`config.mk`:
```
export PLATFORM = sky130hd
export DESIGN_NAME = bp_update_sequencer
export DESIGN_NICKNAME = d
export VERILOG_FILES = /design/src/rtl/bp_pkg.sv /design/src/rtl/bp_update_sequencer_if.sv /design/src/rtl/bp_inflight_fifo.sv /design/src/rtl/bp_update_sequencer.sv
export SDC_FILE = /design/constraint.sdc
export NUM_CORES = 1
export LEC_CHECK = 0
export ABC_AREA = 1
export ABC_CLOCK_PERIOD_IN_PS = 2600
export BUFFER_PORTS_ARGS = -buffer_cell sky130_fd_sc_hd__buf_2
export CAP_MARGIN = 20
export CORE_ASPECT_RATIO = 0.8
export CORE_MARGIN = 2
export CORE_UTILIZATION = 58
export DETAILED_ROUTE_END_ITERATION = 6
export GPL_TIMING_DRIVEN = 0
export MAX_ROUTING_LAYER = met4
export PLACE_DENSITY = 0.87
export REMOVE_ABC_BUFFERS = 1
export SLEW_MARGIN = 20
export SYNTH_ARGS = -nofsm -noshare
export SYNTH_HDL_FRONTEND = slang
export SYNTH_SLANG_ARGS = --single-unit
```
`constraint.sdc`:
```
create_clock -name clock -period 2.6 [get_ports clock]
set_input_delay 0.52 -clock clock [delete_from_list [all_inputs] [get_ports clock]]
set_output_delay 0.52 -clock clock [all_outputs]
set_load 0.01 [all_outputs]
```
`src/rtl/bp_pkg.sv`:
```
// Shared types for the branch-predictor update sequencer.
package bp_pkg;
    localparam int CNT_W = 16;
    localparam int PC_W  = 32;

    typedef struct packed {
        logic [PC_W-1:0] pc;
        logic            local_bit;
        logic            global_bit;
        logic            choice;
    } bp_entry_t;

    typedef enum logic {
        INIT = 1'b0,
        RUN  = 1'b1
    } bp_state_e;
endpackage

```
`src/rtl/bp_update_sequencer_if.sv`:
```
// Push/pop/flush handshake between the sequencer and its in-flight queue.
interface bp_update_sequencer_if;
    import bp_pkg::*;

    logic      push;
    logic      pop;
    logic      flush;
    bp_entry_t wdata;
    bp_entry_t rdata;
    logic      full;
    logic      empty;

    modport master (
        output push, pop, flush, wdata,
        input  rdata, full, empty
    );

    modport slave (
        input  push, pop, flush, wdata,
        output rdata, full, empty
    );
endinterface

```
`src/rtl/bp_inflight_fifo.sv`:
```
// In-order queue of issued branches awaiting resolution.
module bp_inflight_fifo
    import bp_pkg::*;
#(
    parameter int DEPTH = 8
) (
    input logic             clock,
    input logic             reset,
    bp_update_sequencer_if.slave f
);
    localparam int AW = $clog2(DEPTH);

    bp_entry_t      mem [DEPTH];
    logic [AW-1:0]  wr_ptr;
    logic [AW-1:0]  rd_ptr;
    logic [AW:0]    count;
    logic           do_push;
    logic           do_pop;

    assign f.full  = (count == (AW+1)'(DEPTH));
    assign f.empty = (count == '0);
    assign f.rdata = mem[rd_ptr];

    assign do_push = f.push && !f.full;
    assign do_pop  = f.pop && !f.empty;

    always_ff @(posedge clock) begin
        if (do_push) begin
            mem[wr_ptr] <= f.wdata;
        end
    end

    // Pointers wrap naturally because DEPTH is a power of two.
    always_ff @(posedge clock or negedge reset) begin
        if (!reset) begin
            wr_ptr <= '0;
            rd_ptr <= '0;
            count  <= '0;
        end else if (f.flush) begin
            wr_ptr <= '0;
            rd_ptr <= '0;
            count  <= '0;
        end else begin
            if (do_push) wr_ptr <= wr_ptr + 1'b1;
            if (do_pop)  rd_ptr <= rd_ptr + 1'b1;
            unique case ({do_push, do_pop})
                2'b10:   count <= count + 1'b1;
                2'b01:   count <= count - 1'b1;
                default: count <= count;
            endcase
        end
    end
endmodule

```
`src/rtl/bp_update_sequencer.sv`:
```
// Predictor update sequencer: INIT table sweep, then in-order training.
// Optional BP_STATS_EN adds saturating branch/mispredict counters.
module bp_update_sequencer
    import bp_pkg::*;
#(
    parameter int DEPTH = 8,
    parameter int IDX_W = 12
) (
    input  logic             clock,
    input  logic             reset,
    input  logic             pred_valid,
    input  logic [IDX_W-1:0] pred_pc,
    input  logic             pred_local,
    input  logic             pred_global,
    input  logic             pred_choice,
    output logic             pred_ready,
    input  logic             res_valid,
    input  logic             res_taken,
    output logic             res_ready,
    input  logic             flush,
    output logic             upd_valid,
    output logic [IDX_W-1:0] upd_pc,
    output logic             upd_taken,
    output logic             upd_init,
    output logic             upd_choice_en,
    output logic             upd_choice_dir,
    input  logic             upd_ready,
    output logic             mispredict,
    output logic             init_busy,
    output logic [CNT_W-1:0] branch_cnt,
    output logic [CNT_W-1:0] mispred_cnt
);
    bp_state_e        state;
    bp_state_e        state_nx;
    bp_entry_t        head;
    logic             run;
    logic             push;
    logic             pop;
    logic             final_pred;
    logic             valid_nx;
    logic [IDX_W-1:0] pc_nx;
    logic             taken_nx;
    logic             init_nx;
    logic             cen_nx;
    logic             cdir_nx;
    logic             misp_nx;

    bp_update_sequencer_if fq ();

    bp_inflight_fifo #(.DEPTH(DEPTH)) u_fifo (
        .clock (clock),
        .reset (reset),
        .f     (fq.slave)
    );

    assign run        = (state == RUN);
    assign init_busy  = (state == INIT);
    assign head       = fq.rdata;
    // Flush blocks both sides of the queue for its cycle.
    assign pred_ready = run && !fq.full && !flush;
    assign res_ready  = run && !fq.empty && !flush
                        && (!upd_valid || upd_ready);
    assign push       = pred_valid && pred_ready;
    assign pop        = res_valid && res_ready;
    assign final_pred = head.choice ? head.global_bit : head.local_bit;

    assign fq.push  = push;
    assign fq.pop   = pop;
    assign fq.flush = run && flush;
    assign fq.wdata = '{pc:         PC_W'(pred_pc),
                        local_bit:  pred_local,
                        global_bit: pred_global,
                        choice:     pred_choice};

    always_comb begin
        state_nx = state;
        valid_nx = upd_valid;
        pc_nx    = upd_pc;
        taken_nx = upd_taken;
        init_nx  = upd_init;
        cen_nx   = upd_choice_en;
        cdir_nx  = upd_choice_dir;
        misp_nx  = 1'b0;
        unique case (state)
            INIT: begin
                if (upd_ready) begin
                    if (&upd_pc) begin
                        state_nx = RUN;
                        valid_nx = 1'b0;
                        init_nx  = 1'b0;
                    end else begin
                        pc_nx = upd_pc + 1'b1;
                    end
                end
            end
            RUN: begin
                if (pop) begin
                    valid_nx = 1'b1;
                    pc_nx    = IDX_W'(head.pc);
                    taken_nx = res_taken;
                    init_nx  = 1'b0;
                    cen_nx   = head.local_bit != head.global_bit;
                    cdir_nx  = head.global_bit == res_taken;
                    misp_nx  = final_pred != res_taken;
                end else if (upd_ready) begin
                    valid_nx = 1'b0;
                end
            end
            default: state_nx = INIT;
        endcase
    end

    always_ff @(posedge clock or negedge reset) begin
        if (!reset) begin
            state          <= INIT;
            upd_valid      <= 1'b1;
            upd_pc         <= '0;
            upd_taken      <= 1'b0;
            upd_init       <= 1'b1;
            upd_choice_en  <= 1'b0;
            upd_choice_dir <= 1'b0;
            mispredict     <= 1'b0;
        end else begin
            state          <= state_nx;
            upd_valid      <= valid_nx;
            upd_pc         <= pc_nx;
            upd_taken      <= taken_nx;
            upd_init       <= init_nx;
            upd_choice_en  <= cen_nx;
            upd_choice_dir <= cdir_nx;
            mispredict     <= misp_nx;
        end
    end

`ifdef BP_STATS_EN
    logic [CNT_W-1:0] bcnt;
    logic [CNT_W-1:0] mcnt;

    always_ff @(posedge clock or negedge reset) begin
        if (!reset) begin
            bcnt <= '0;
            mcnt <= '0;
        end else begin
            if (pop && !(&bcnt))        bcnt <= bcnt + 1'b1;
            if (mispredict && !(&mcnt)) mcnt <= mcnt + 1'b1;
        end
    end

    assign branch_cnt  = bcnt;
    assign mispred_cnt = mcnt;
`else
    assign branch_cnt  = '0;
    assign mispred_cnt = '0;
`endif
endmodule
```
Word level (Yosys, flattened, before mapping). Memories as Yosys holds them, arrays and structs flattened. Index checks and enable logic that the tools add are counted.

$add $sub $neg: 5. Multipliers: 0. Div/mod/pow operators: 0. $lt $le $gt $ge: 0. Equal/unequal tests: 11. Shift operators: 0. Muxes and demuxes: 25. Bitwise logic cells: 1. Reductions and logical operators: 24.

Operator list (number): 12-bit 2-to-1 mux (3); 12-bit one-hot mux with 2 select lines (1); 1-bit 2-to-1 mux (13); 12-bit by 1-bit adder with 12-bit output, second input constant (1); 3-bit 2-to-1 mux (4); 12-bit AND reduction (1); 1-bit logical AND (10); 3-bit AND reduction (3); 4-bit one-hot mux with 2 select lines (1); 3-bit by 1-bit adder with 3-bit output, second input constant (2); 4-bit by 1-bit adder with 4-bit output, second input constant (1); 4-bit == test, second input constant (1); 1-bit zero test (4); 4-bit zero test (1); 4-bit 2-to-1 mux (1); 2-bit by 1-bit inequality test with 1-bit output, second input constant (2); 2-bit inequality test, second input constant (2); 1-bit one-hot mux with 2 select lines (2); 2-bit nonzero test (2); 4-bit by 1-bit subtractor with 4-bit output, second input constant (1); 3-bit by 2-bit inequality test with 1-bit output, second input constant (1); 3-bit nonzero test (1); 2-bit by 1-bit == test with 1-bit output, second input constant (1); 2-bit == test, second input constant (1); other kinds (5) (6).

Register bits after elaboration: 29. Bits in latches: 0. Bits in writable memories: 120. Memory bits (read-only): 0. Bits of input ports: 22. Output and inout bits: 53. Word-level logic and storage cells: 78. Memories kept: 1.

Memory list: u_fifo.mem (words 8, width 15, read ports 1, clocked after Yosys merged registers in 0, wr ports 1, line bp_inflight_fifo.sv:13) `bp_entry_t mem [DEPTH];`.

Logic depth before layout (Yosys ltp). Gate-level depths: netlist of run 1.

Word-level depth: 10. Gate-level depth with buffers: 16. Depth with buffers taken out: 15.

Modules after synthesis. Synthesis of run 1 repeated with hierarchy kept, for this count alone.

Cell total of the unflattened synthesis: 1090. Area total of the unflattened synthesis: 12849.8 µm².

Modules (own cells, without submodules): bp_inflight_fifo (times used 1, cells each 886, area each 11397.2 µm², seq. area each 8658.3 µm²); bp_update_sequencer (times used 1, cells each 204, area each 1452.6 µm², seq. area each 478.0 µm²).

Least setup slack after synthesis of run 1. No wires, ideal clock.

Path kind: input to register. Start: input port flush. End: memory u_fifo.mem[4][0] (netlist name), enable pin. Library setup time: 0.386 ns. Arrival: 1.829 ns. Data required time: 2.214 ns. Path slack: 0.384 ns. Stages on the path: 7. Buffers on the path: 0. Cell sequence: inv_1 > nand2_1 > inv_1 > nand3_1 > inv_1 > nand2_1 > nor2_1.

Longest elaborated chain between the ends: 6.

RTL lines: start, declared (line bp_update_sequencer.sv:20) `input logic flush,`; 1-bit zero test (line bp_update_sequencer.sv:60) `assign pred_ready = run && !fq.full && !flush;`; 1-bit logical AND (line bp_update_sequencer.sv:60); 1-bit logical AND (line bp_update_sequencer.sv:63) `assign push = pred_valid && pred_ready;`; 1-bit logical AND (line bp_inflight_fifo.sv:24) `assign do_push = f.push && !f.full;`; 1-bit 2-to-1 mux (line bp_inflight_fifo.sv:28) `if (do_push) begin`; 1-bit 2-to-1 mux (implied by the code) (line bp_inflight_fifo.sv:29) `mem[wr_ptr] <= f.wdata;`; end, declared (line bp_inflight_fifo.sv:13).

No other way between the ends.

Worst setup path after layout of run 1.
Start: register state, in the netlist run. End: memory u_fifo.mem[1][8] (netlist name), enable pin.

Longest elaborated chain between the ends: 6.

RTL lines: start, declared (line bp_update_sequencer.sv:33) `bp_state_e state;`; start signal, assigned (line bp_update_sequencer.sv:124) `state <= state_nx;`; 1-bit logical AND (2 in a row) (line bp_update_sequencer.sv:60); 1-bit logical AND (line bp_update_sequencer.sv:63); 1-bit logical AND (line bp_inflight_fifo.sv:24); 1-bit 2-to-1 mux (line bp_inflight_fifo.sv:28); 1-bit 2-to-1 mux (implied by the code) (line bp_inflight_fifo.sv:29).

No other way between the ends.

==> results of run 1 <==
-- final cells by class --
class	count	area, µm²
fillers	734	3737
clock buffers	19	432.9
clock inverters	13	181.4
well taps	148	185.2
flip-flops and latches	149	4338
diodes	1	2.502
inverters	39	160.2
repair buffers	53	354.1
multi-input cells	399	1994
-- routing by layer --
metal	part of all wire, %	GRT usage (%)	vias to the layer above
li1	-	-	2160
met1	38	33.89	2341
met2	48	42.03	383
met3	10	6.450	64
met4	3.2	12.96	0
met5	0	-	-
-- power by group --
group	internal, µW	leakage (µW)	total [µW]	switching, µW
clock	1600	0.000290	2590	988
combinational	297	0.00122	906	609
sequential	2660	0.00144	2830	170
-- registers in the layout, indices dropped and copies added, names as in the netlist --
signal	count
u_fifo.wr_ptr	3
upd_choice_en	1
upd_taken	1
u_fifo.rd_ptr	3
mispredict	1
upd_valid	1
upd_init	1
u_fifo.count	4
upd_choice_dir	1
run	1
upd_pc	12
u_fifo.mem	120
-- layout by cell type, fill, tap and decap left out, types with 2 or more instances in the layout --
cell type,n
sky130_fd_sc_hd__dfrtp_2,2
sky130_fd_sc_hd__clkinv_1,4
sky130_fd_sc_hd__xor2_1,3
sky130_fd_sc_hd__dfstp_2,2
sky130_fd_sc_hd__conb_1,32
sky130_fd_sc_hd__nand3b_1,2
sky130_fd_sc_hd__o21ai_0,87
sky130_fd_sc_hd__inv_1,31
sky130_fd_sc_hd__bufinv_16,4
sky130_fd_sc_hd__buf_8,5
sky130_fd_sc_hd__o22ai_1,17
sky130_fd_sc_hd__ha_1,5
sky130_fd_sc_hd__nand2_1,81
sky130_fd_sc_hd__a21oi_1,8
sky130_fd_sc_hd__buf_2,42
sky130_fd_sc_hd__nand3_1,17
sky130_fd_sc_hd__nand2_4,2
sky130_fd_sc_hd__clkbuf_1,2
sky130_fd_sc_hd__inv_6,2
sky130_fd_sc_hd__buf_4,2
sky130_fd_sc_hd__clkinv_4,4
sky130_fd_sc_hd__clkbuf_16,17
sky130_fd_sc_hd__clkinvlp_4,3
sky130_fd_sc_hd__o21ai_1,13
sky130_fd_sc_hd__o211ai_1,13
sky130_fd_sc_hd__nor2_1,89
sky130_fd_sc_hd__nand2_2,4
sky130_fd_sc_hd__edfxtp_1,120
sky130_fd_sc_hd__inv_2,4
sky130_fd_sc_hd__buf_6,3
sky130_fd_sc_hd__nor2_4,12
sky130_fd_sc_hd__dfrtp_1,24
sky130_fd_sc_hd__nand4_1,2
-- per-stage QoR --
| step | utilization, % | setup TNS, ps | hold slack, ps | instance area, µm² | worst slack, ps |
|---|---|---|---|---|---|
| 3_3_place_gp | 59.86 | -61870 | 450.7 | 6815 | -751.0 |
| 4_1_cts | 66.71 | -2570 | 142.9 | 7596 | -87.00 |
| 2_1_floorplan | - | 0 | 224.4 | 6420 | 178.8 |
| 6_report | 67.18 | 0 | 133.5 | 7649 | 75.34 |
| 3_5_place_dp | 61.19 | 0 | 473.4 | 6967 | 9.822 |
| 5_1_grt | 67.18 | -96.21 | 183.8 | 7649 | -13.84 |
-- critical path, cell delays in order (launching register included) --
cell                      delay [ps]
sky130_fd_sc_hd__dfrtp_2         550
sky130_fd_sc_hd__nand2_1         170
sky130_fd_sc_hd__inv_1            80
sky130_fd_sc_hd__nand3_1         280
sky130_fd_sc_hd__inv_1           240
sky130_fd_sc_hd__nand2_1         300
sky130_fd_sc_hd__nor2_4          380
sky130_fd_sc_hd__buf_6           220
-- cell families after synthesis --
kind of cell	Yosys count	synth area share, %
compound gates	143	11.70
xor+xnor	4	0.6346
fa+ha+maj	5	0.9330
buf+inv	98	8.285
flops	149	64.60
other cells	1	0.05593
simple gates	215	13.79
-- worst max-delay path by stage --
stage	startpoint	end	slack [ps]	cells past startpoint
after CTS	run	u_fifo.mem[4][6]	-90	7
after detailed placement	run	u_fifo.mem[6][8]	10	7
after floorplan	u_fifo.rd_ptr[0]	mispredict	180	7
after global routing	run	u_fifo.mem[1][12]	-10	7
final	run	u_fifo.mem[1][8]	80	7
after global placement	u_fifo.rd_ptr[0]	upd_pc[4]	-750	7
-- timing repair --
action | 4_1_cts | 5_1_grt
setup buffers | 0 | 2
pin swaps | 0 | 1
endpoints found under the setup margin | 48 | 109
resized for setup | 3 | 9
endpoints found under the hold margin | 0 | 0
==> flow_summary.yaml, run 1 <==
logic_synthesis:
  synth-edff-count: 120
  async_reset_ff_share_pct: 19.46
  postSynthRegisterBits: 149
  postSynthCellCount: 615
  synthMostInstantiatedCell: "sky130_fd_sc_hd__edfxtp_1"
  yosysTopAreaCellShare_pct: 53.74
  synthesis.area_per_instance_um2: 10.90
  synth_cell_types: 41
  synth.yosys.seq_area_share_pct: 64.60
  synthesis.yosys.warnings: 0
  postSynth.topFlopCell: "sky130_fd_sc_hd__edfxtp_1"
  synth_area_leader_cell: "sky130_fd_sc_hd__edfxtp_1"
  synthesis.area_um2: 6705
  synth_top_cells_by_count: "sky130_fd_sc_hd__edfxtp_1, sky130_fd_sc_hd__nor2_1, sky130_fd_sc_hd__o21ai_0, sky130_fd_sc_hd__nand2_1, sky130_fd_sc_hd__buf_4"
  synth_top_cells_by_area: "sky130_fd_sc_hd__edfxtp_1, sky130_fd_sc_hd__dfrtp_1, sky130_fd_sc_hd__o21ai_0"
timing:
  fmaxAchievable_mhz: 396.1
  final_max_slew_viol_count: 0
  period_needed_ps: 2525
  worst_slew_pin_slew_ps: 705.2
  min_period_over_period_pct: 97.10
  setup_viol_count_final: 0
  hold_viol_final: 0
  worst_slew_slack_as_a_fraction_of_its_limit_pct: 52.99
  clock_skew_ps: 12.66
status:
  result_of_the_run: "complete, no violations"
critical_path:
  timing.reg2reg.setup_slack_ps: 80
  reg2reg_launch_point: "run"
  data_required_time_of_the_worst_path_ps: 2730
  r2r.worst_path.cells: 7
  crit_type: "register to register"
  timing.critical_path.arrival_ps: 2660
  setup.worst_path.end_class: "register"
  critical_path.startpoint_type: "register"
  capture_instance_of_the_worst_register_to_register_path: "u_fifo.mem[1][8]"
  crit_path_max_fanout: 13
clock_tree:
  ctsHoldBuffers: 0
  root_buffer: "sky130_fd_sc_hd__clkbuf_16"
  cts_inserted_buffers: 17
  clkTransAtPathRegs_ps: 60
  cts_tree: "yes"
  max-clock-path-buffers: 2
  tritoncts_num_sinks: 149
  clkLatencyLatePin_ps: 430
  htreeDepth: 4
drt:
  routed_wirelength_um: 16160
  routed_via_density: 6.027
  detailedRoute.firstPassIterationCount: 5
  via_count: 4948
  drt-initial-drc-count: 627
  drtAntennaViolNets: 0
  dr_wl_cell_um: 19.68
  drc: 0
global_route:
  globalRouteOverflowTotal: 0
  first_pass_grt_wire_length_um: 24700
  grt_antenna_before_repair: 1
  grt_use_total_pct: 26.98
  first_global_vias: 4590
  grt_max_degree: 63
power_and_ir_drop:
  total_power_uw: 6331
  ir_worst_vdd_v: 0.0005381
  power_per_cell_area_nw_per_um2: 827.7
  p_leak_uw: 0.002956
run:
  cap_violations: 0
place:
  routability_congestion_estimate: 0.7889
  dp_hpwl_um: 9085
  post-place-cells: 786
  placement.io_buffers: 42
floorplanning:
  floorplan.core_area_um2: 11390
  die_h_um: 100.2
  fp.dieArea_um2: 12440
  io_pins: 75
  std_cell_rows: 35
  fp.dieW_um: 124.2
  starting_density_pct: 58.89
cells_and_area:
  drive_above_1_share_pct: 17.11
  area_delta_synth_final_pct: 14.07
  numnets_final: 686
  final-instance-count-excl-fill: 821
hold_path:
  min_path_type: "input port to async pin"
No activity file was read; power rests on OpenSTA's default activity.
==> run 2, diff against run 1 <==
==> constraint.sdc (replaced) <==
create_clock -name clock -period 2.6 [get_ports clock]
set_input_delay 0.13 -clock clock [delete_from_list [all_inputs] [get_ports clock]]
set_output_delay 0.13 -clock clock [all_outputs]
set_load 0.01 [all_outputs]
==> run 2 against run 1 <==
Design area increased by 1.9%; power is 0.17% higher; global-route usage grew 0.11 points; clock power about the same; clock-buffer cell count unchanged; final cell count rose by 1.6%; worst setup slack got worse by 20 ps; first-iteration DRC count grew 15%; combinational power increased by 2%; register-to-register slack got worse by 20 ps; critical path type unchanged; largest power group unchanged.
==> flow_summary.yaml, run 2 (synthesized netlist as in run 1, its figures left out) <==
clock_tree:
  max-clock-path-buffers: 2
  tritoncts_num_sinks: 149
  clkLatencyLatePin_ps: 430
  cts_tree: "yes"
  cts_inserted_buffers: 17
  postCtsSetupRepairBufs: 0
  clkTransAtPathRegs_ps: 60
  htreeDepth: 4
  root_buffer: "sky130_fd_sc_hd__clkbuf_16"
global_route:
  grt_antenna_before_repair: 0
  globalRouteOverflowTotal: 0
  grt_max_degree: 63
  first_pass_grt_wire_length_um: 24890
  grt_use_total_pct: 27.09
  first_global_vias: 4702
power_and_ir_drop:
  fraction_of_power_spent_switching_nets_pct: 27.80
  share_clk_of_total_power_pct: 40.6
  power_frac_seq_pct: 44.8
  cell_internal_pwr_uw: 4579
  total_power_uw: 6342
  power.net_switching_uw: 1763
  p_leak_uw: 0.003013
  power_per_cell_area_nw_per_um2: 813.9
  ir_worst_vdd_v: 0.0005935
  comb_power_share_pct: 14.6
drt:
  via_count: 5019
  routed_via_density: 6.018
  detailedRoute.firstPassIterationCount: 5
  wl_met3_um: 1856
  routed_wirelength_um: 16260
  drtAntennaViolNets: 0
  uppermost_layer_routed: "met4"
  drc: 0
  met2_length_um: 7831
  drt-initial-drc-count: 721
  dr_wl_cell_um: 19.50
  met1Wirelength_um: 6107
cells_and_area:
  numnets_final: 700
  most_frequent_cells_in_the_layout: "sky130_fd_sc_hd__edfxtp_1, sky130_fd_sc_hd__nor2_1, sky130_fd_sc_hd__o21ai_0"
  drive_above_1_share_pct: 16.47
  biggestRegsByFlops: "u_fifo.mem (120), upd_pc (12), u_fifo.count (4)"
  finish.instance_area_um2: 7791
  registers.top_by_ff_count: "u_fifo.mem"
  area_delta_synth_final_pct: 16.20
  post-route-util_pct: 68.43
  final_common_cell: "sky130_fd_sc_hd__edfxtp_1"
  largest_reg_flops: 120
  diodes: 0
critical_path:
  timing.reg2reg.setup_slack_ps: 60
  setup.worst_path.end_class: "register"
  capture_instance_of_the_worst_register_to_register_path: "u_fifo.mem[1][1]"
  crit_type: "register to register"
  data_required_time_of_the_worst_path_ps: 2730
  timing.critical_path.arrival_ps: 2680
  critical_path.startpoint_type: "register"
  reg2reg_launch_point: "run"
  critPathCapture: "u_fifo.mem[1][1]"
  crit_start: "run"
  r2r.worst_path.cells: 7
  crit_path_max_fanout: 13
floorplanning:
  floorplan.core_area_um2: 11390
  io_pins: 75
  fp.dieArea_um2: 12440
  die_h_um: 100.2
  std_cell_rows: 35
  starting_density_pct: 58.89
  fp.dieW_um: 124.2
run:
  cap_violations: 0
timing:
  clock_skew_ps: 9.642
  setup_viol_count_final: 0
  period_needed_ps: 2545
  hold_viol_final: 0
  worst_slew_slack_as_a_fraction_of_its_limit_pct: 47.81
  min_period_over_period_pct: 97.88
  worst_slew_pin_slew_ps: 782.9
  final_max_slew_viol_count: 0
  fmaxAchievable_mhz: 393.0
  post-route-worst-setup-slack_ps: 55.18
place:
  placement.io_buffers: 42
  placement.cell_area_um2: 6967
  routability_congestion_estimate: 0.7889
  dp_hpwl_um: 9085
  pre_cts_ws_ps: 9.822
status:
  result_of_the_run: "complete, no violations"
hold_path:
  min_from: "res_taken"
  min_path_type: "input port to register"
-- run 2: cell types whose count changed in the layout (fill, tap and decap cells not counted) --
cell,delta
sky130_fd_sc_hd__buf_4,-2
sky130_fd_sc_hd__dlygate4sd3_1,+16
sky130_fd_sc_hd__diode_2,-1
-- run 2: per-stage QoR --
| step | TNS (ps) | cells | hold WS (ps) |
|---|---|---|---|
| 6_report | 0 | 834 | 39.16 |
| 3_5_place_dp | 0 | 786 | 193.0 |
| 3_3_place_gp | -61870 | 777 | 184.9 |
| 2_1_floorplan | 0 | 587 | -165.6 |
| 4_1_cts | -2570 | 834 | 1.605 |
| 5_1_grt | -157.1 | 834 | 41.51 |
-- run 2: repair_timing --
item,4_1_cts,5_1_grt
gates cloned,0,0
setup endpoints to repair,48,110
hold endpoints to repair,140,0
hold buffers,16,0
resized for setup,3,9
pin swaps,0,0
-- run 2: per-layer routing --
metal | global-route usage (%) | up-vias
li1 | - | 2191
met1 | 33.78 | 2376
met2 | 42.50 | 392
met3 | 6.290 | 60
met4 | 13.31 | 0
met5 | - | -
-- run 2: power by group through the flow --
stage | registers [µW] | logic [µW] | clock network (µW)
2_1_floorplan | 2870 | 515 | 0
3_3_place_gp | 2890 | 753 | 0
3_5_place_dp | 2870 | 844 | 0
4_1_cts | 2830 | 897 | 2570
5_1_grt | 2850 | 1030 | 2670
6_report | 2840 | 925 | 2580
-- run 2: worst min path at each step --
stage	to	slack, ps	depth (start not counted)
final	mispredict	40	4
after detailed placement	upd_pc[3]	190	1
after floorplan	mispredict	-170	0
after global routing	mispredict	40	3
after global placement	upd_pc[4]	180	1
after CTS	mispredict	2	3
-- run 2: cell type report --
cell class / instances / area (µm²)
inverters: 39 / 160.2
multi-input cells: 399 / 1994
clock inverters: 13 / 181.4
clock buffers: 19 / 432.9
flip-flops and latches: 149 / 4338
repair buffers: 67 / 499.2
fillers: 724 / 3595
well taps: 148 / 185.2
-- run 2: critical path, stage by stage (launching register included) --
cell and delay [ps]:
sky130_fd_sc_hd__dfrtp_2 550, sky130_fd_sc_hd__nand2_1 170, sky130_fd_sc_hd__inv_1 80, sky130_fd_sc_hd__nand3_1 290, sky130_fd_sc_hd__inv_1 240, sky130_fd_sc_hd__nand2_1 310
sky130_fd_sc_hd__nor2_4 370, sky130_fd_sc_hd__buf_6 220
